File: config.mk
export PLATFORM = sky130hd
export DESIGN_NAME = transpose_buffer_writer
export DESIGN_NICKNAME = d
export VERILOG_FILES = /design/src/rtl/transpose_buffer_writer.sv
export SDC_FILE = /design/constraint.sdc
export NUM_CORES = 1
export LEC_CHECK = 0
export BUFFER_PORTS_ARGS = -buffer_cell sky130_fd_sc_hd__buf_2
export CAP_MARGIN = 0
export CORE_ASPECT_RATIO = 0.75
export CORE_UTILIZATION = 48
export CTS_CLUSTER_DIAMETER = 50
export DETAILED_ROUTE_END_ITERATION = 6
export PLACE_DENSITY = 0.77
export SETUP_SLACK_MARGIN = 0.4
export SYNTH_ARGS = -nofsm -noshare
export SYNTH_HDL_FRONTEND = slang
export SYNTH_SLANG_ARGS = --single-unit
File: constraint.sdc
create_clock -name clk -period 2.45 [get_ports clk]
set_clock_uncertainty 0.05 [all_clocks]
set_input_delay 0.735 -clock clk [delete_from_list [all_inputs] [get_ports clk]]
set_output_delay 0.735 -clock clk [all_outputs]
set_load 0.05 [all_outputs]
File: src/rtl/transpose_buffer_writer.sv
// transpose_buffer_writer: write side of the interpolation transposed buffer.
// Collects ROWS horizontal rows of COLS samples into COLS column registers,
// then presents select codes 1..COLS so the vertical stage reads one column per cycle.
// Ports:
//   clk, rst_n        clock, asynchronous active-low reset
//   flush             synchronous abort back to FILL (column contents kept)
//   row_valid/ready   upstream row handshake, row_in sample c at [9c+8:9c]
//   col_ready         downstream accepts the presented column
//   column_1..4       column registers, row r at [9r+8:9r]
//   select            column code 1..4 while presenting, 0 otherwise
//   col_valid         select holds a valid code
//   block_done        one-cycle pulse after the last column is accepted
module transpose_buffer_writer #(
    parameter int SAMPLE_W = 9,
    parameter int ROWS     = 11,
    parameter int COLS     = 4
) (
    input  logic                       clk,
    input  logic                       rst_n,
    input  logic                       flush,
    input  logic                       row_valid,
    input  logic [COLS*SAMPLE_W-1:0]   row_in,
    output logic                       row_ready,
    input  logic                       col_ready,
    output logic [ROWS*SAMPLE_W-1:0]   column_1,
    output logic [ROWS*SAMPLE_W-1:0]   column_2,
    output logic [ROWS*SAMPLE_W-1:0]   column_3,
    output logic [ROWS*SAMPLE_W-1:0]   column_4,
    output logic [2:0]                 select,
    output logic                       col_valid,
    output logic                       block_done
);
    localparam int RW = $clog2(ROWS);
    localparam logic [0:0] FILL = 1'b0;
    localparam logic [0:0] READ = 1'b1;
    logic [0:0]               state;
    logic [RW-1:0]            row_cnt;
    logic [ROWS*SAMPLE_W-1:0] col [COLS];
    logic                     row_acc;
    assign row_ready = state == FILL;
    assign col_valid = state == READ;
    // a row presented together with flush is dropped
    assign row_acc   = row_valid && state == FILL && !flush;
    assign column_1  = col[0];
    assign column_2  = col[1];
    assign column_3  = col[2];
    assign column_4  = col[3];
    // select doubles as the column counter: it is always counter+1 in READ
    always_ff @(posedge clk or negedge rst_n) begin
        if (!rst_n) begin
            state      <= FILL;
            row_cnt    <= '0;
            select     <= '0;
            block_done <= 1'b0;
        end else begin
            block_done <= 1'b0;
            if (flush) begin
                state   <= FILL;
                row_cnt <= '0;
                select  <= '0;
            end else if (state == FILL) begin
                if (row_valid) begin
                    if (row_cnt == RW'(ROWS - 1)) begin
                        row_cnt <= '0;
                        state   <= READ;
                        select  <= 3'd1;
                    end else begin
                        row_cnt <= row_cnt + 1'b1;
                    end
                end
            end else if (col_ready) begin
                if (select == 3'(COLS)) begin
                    state      <= FILL;
                    select     <= '0;
                    block_done <= 1'b1;
                end else begin
                    select <= select + 3'd1;
                end
            end
        end
    end
    always_ff @(posedge clk or negedge rst_n) begin
        if (!rst_n) begin
            for (int c = 0; c < COLS; c++) col[c] <= '0;
        end else if (row_acc) begin
            for (int c = 0; c < COLS; c++)
                col[c][row_cnt*SAMPLE_W +: SAMPLE_W] <= row_in[c*SAMPLE_W +: SAMPLE_W];
        end
    end
endmodule

==> impl_metrics.json <==
{
  "seq_power_share": 0.385,
  "cp-start-kind": "register",
  "cts-root-buf": "clkbuf_16",
  "layout_setup_ws_ns": 0.0943,
  "yosysTopAreaCell": "dfrtp_1",
  "final_cell_mix": "buf_2 (433), dfrtp_1 (400), mux2_2 (187)",
  "numClockSinks": 405,
  "required_ns": 2.82,
  "synth_area_leaders": "dfrtp_1 (61%), mux2_2 (17%), mux2i_1 (5.7%)",
  "hold_viol": 0,
  "instances_no_fill": 2292,
  "async_reset_ff_frac": 1.00,
  "nets": 1855,
  "internal_power_mw": 13.1,
  "firstDrtPassIters": 5,
  "die-width_um": 216,
  "clkPwrFrac": 0.322,
  "start_util": 0.490,
  "synth_top_area_frac": 0.612,
  "pwr_density_cell_nw_per_um2": 894,
  "syn_inst": 1240,
  "syn_to_final_growth_pct": 42.1,
  "cts_buffers": 42,
  "setup_viol": 0,
  "final_cell_area_sq_um": 23500,
  "viasPerCell": 5.52,
  "max_stage_delay_ns": 0.59,
  "antenna_found_initial": 4,
  "path_clk_slew_ns": 0.07,
  "cts-hold-fix-buffers": 0,
  "ys.flop_type": "dfrtp_1",
  "period_minus_slack_ns": 2.36,
  "drive_above_1_share": 0.541,
  "p_leak_nw": 13.1,
  "cp.buffers_inverters": 2,
  "grt_setup_unrepaired": "true",
  "die_y_um": 163,
  "syn_area_per_cell_sq_um": 13.3,
  "ant_nets": 0,
  "avgRoutedWirePerCell_um": 26.1,
  "vias": 12700,
  "status": "completed",
  "critPathMaxFanout": 10,
  "dpl.hpwl_um": 35400,
  "yosys_warnings": 0,
  "slowest_stage": "or4_4",
  "grt_use_total": 0.305,
  "placeableCoreArea_sq_um": 33700,
  "fin_crit_sh": 0.962,
  "gp_congestion": 0.864,
  "crit_family": "simple AND/OR/NAND/NOR gates",
  "path_cells": "clkinv_4 -> ha_4 -> nor3b_4 -> nand2_1 -> or4_4 -> clkbuf_16 -> mux2_4",
  "p_sw_mw": 7.96,
  "final_common_cell": "buf_2",
  "tritoncts": "built",
  "reg2reg_slack_ns": 0.09,
  "synth-seq-cells": 405,
  "synth_fp_nets": 1287,
  "grt_remaining_overflow": 0,
  "clockBufferDepth": 3,
  "cp.arrival_ns": 2.72,
  "final_max_slew_viol_count": 0,
  "fmaxAchievable_mhz": 425,
  "slew_headroom": 0.680,
  "yosysUniqueCellTypes": 37,
  "r2r-start": "row_cnt[0]$_DFFE_PN0P_",
  "tightestPinTransition_ns": 0.480,
  "yosysSeqAreaShare": 0.612,
  "maxCapViolations": 0,
  "combPwrFrac": 0.293,
  "switching_share": 0.379,
  "synth-edff-count": 0,
  "rows": 58,
  "io_buffers": 442,
  "worst_setup_path_end_kind": "register",
  "ios": 443,
  "wirelength_um": 59800,
  "drt_iter0_drc": 997,
  "reg2reg_to": "column_2[1]$_DFFE_PN0P_",
  "grt_first_pass_wirelength_um": 79900,
  "first_global_vias": 12600,
  "placedInstanceArea_sq_um": 19800,
  "grt_max_degree": 74,
  "post-place-ws_ns": -0.202,
  "criticalPathCategory": "reg -> reg",
  "die-area_sq_um": 35200,
  "vdd_drop_max_mv": 0.699,
  "ctsHtreeMaxLevel": 2,
  "drc": 0,
  "worstSkewPairLatency_ns": 0.54,
  "hp-class": "in -> async",
  "netlist_area_sq_um": 16500,
  "ff2ff_path_depth": 7,
  "dp_cells": 2124,
  "fillers": 2280
}
-- layout make-up --
class                           instances  area [sq um]  area share
Antenna cell                            1          2.50    0.000106
Clock inverter                         21           240      0.0102
Tap cell                              450           563      0.0239
Multi-Input combinational cell        674          6340       0.269
Timing Repair Buffer                  586          4630       0.197
Clock buffer                           56          1230      0.0522
Sequential cell                       405         10100       0.431
Inverter                               99           379      0.0161
-- synth_stat cells, types with 2 or more instances --
library cell    n
and3b_1         2
mux2_1          3
mux2i_1        94
mux2_4         30
o21ai_0        29
a31oi_1         2
mux2_2        243
nand2_1       126
nor3_1          6
nor3b_1         4
a22oi_1         2
ha_1            6
and3_1          5
nand3_1         9
buf_2          33
a21oi_1         6
inv_1          99
nor2_1         10
buf_6           4
nand3b_1        2
dfrtp_1       405
and2_1         82
clkbuf_1       24
-- worst max path at each step --
stage / start / end / slack (ns) / cells past startpoint
floorplan: row_cnt[0]$_DFFE_PN0P_ / column_2[0]$_DFFE_PN0P_ / 0.18 / 9
global placement: row_valid / column_3[3]$_DFFE_PN0P_ / -0.28 / 7
detailed placement: row_valid / column_4[7]$_DFFE_PN0P_ / -0.20 / 7
CTS: row_cnt[1]$_DFFE_PN0P_ / column_2[0]$_DFFE_PN0P_ / 0.23 / 7
global route: row_cnt[0]$_DFFE_PN0P_ / column_2[1]$_DFFE_PN0P_ / 0.07 / 7
finish: row_cnt[0]$_DFFE_PN0P_ / column_2[1]$_DFFE_PN0P_ / 0.09 / 7
-- stage by stage --
| stage | hold WS, ns | util | total power, mW | setup TNS (ns) |
|---|---|---|---|---|
| global placement | 0.408 | 0.587 | 13.9 | -9.15 |
| floorplan | 0.389 | - | 12.2 | 0 |
| CTS | 0.0668 | 0.659 | 20.8 | 0 |
| finish | 0.0651 | 0.697 | 21.0 | 0 |
| global route | 0.0690 | 0.697 | 21.7 | 0 |
| detailed placement | 0.418 | 0.587 | 14.0 | -5.99 |
-- flip-flops by register name, indices dropped and copies added (netlist names) --
name and flops:
row_cnt 4, col_valid 1, column_4 99, column_2 99, block_done 1, column_1 99, select 3, column_3 99
-- per-layer routing --
layer,GRT usage,routed length [um],up-vias
met4,0.118,2400,0
met1,0.411,24600,6530
met3,0.0702,4550,167
met2,0.483,28300,660
li1,-,-,5299
met5,0,0,-
-- cell families after synthesis --
family / synth area share
muxes: 0.251
xor gates and xnor gates: 0.00106
and+or+nand+nor: 0.0750
adders and majority gates: 0.00454
DFF: 0.612
AOI/OAI and AO/OA: 0.0143
buffers and inverters: 0.0413
-- power groups by stage --
stage               sequential (mW)  clock, mW  combinational [mW]
finish                         8.09       6.76                6.16
global route                   8.17       7.11                6.38
CTS                            8.04       6.81                5.98
detailed placement             8.14          0                5.89
global placement               8.09          0                5.80
floorplan                      11.1          0                1.06
-- what timing repair did --
action                                  4_1_cts  5_1_grt
pin swaps                                     7       29
endpoints found under the setup margin      323      392
gates resized for setup                      78      141
gates cloned                                 14       27
buffers inserted                             28       21
(Power assumes the default switching activity.)
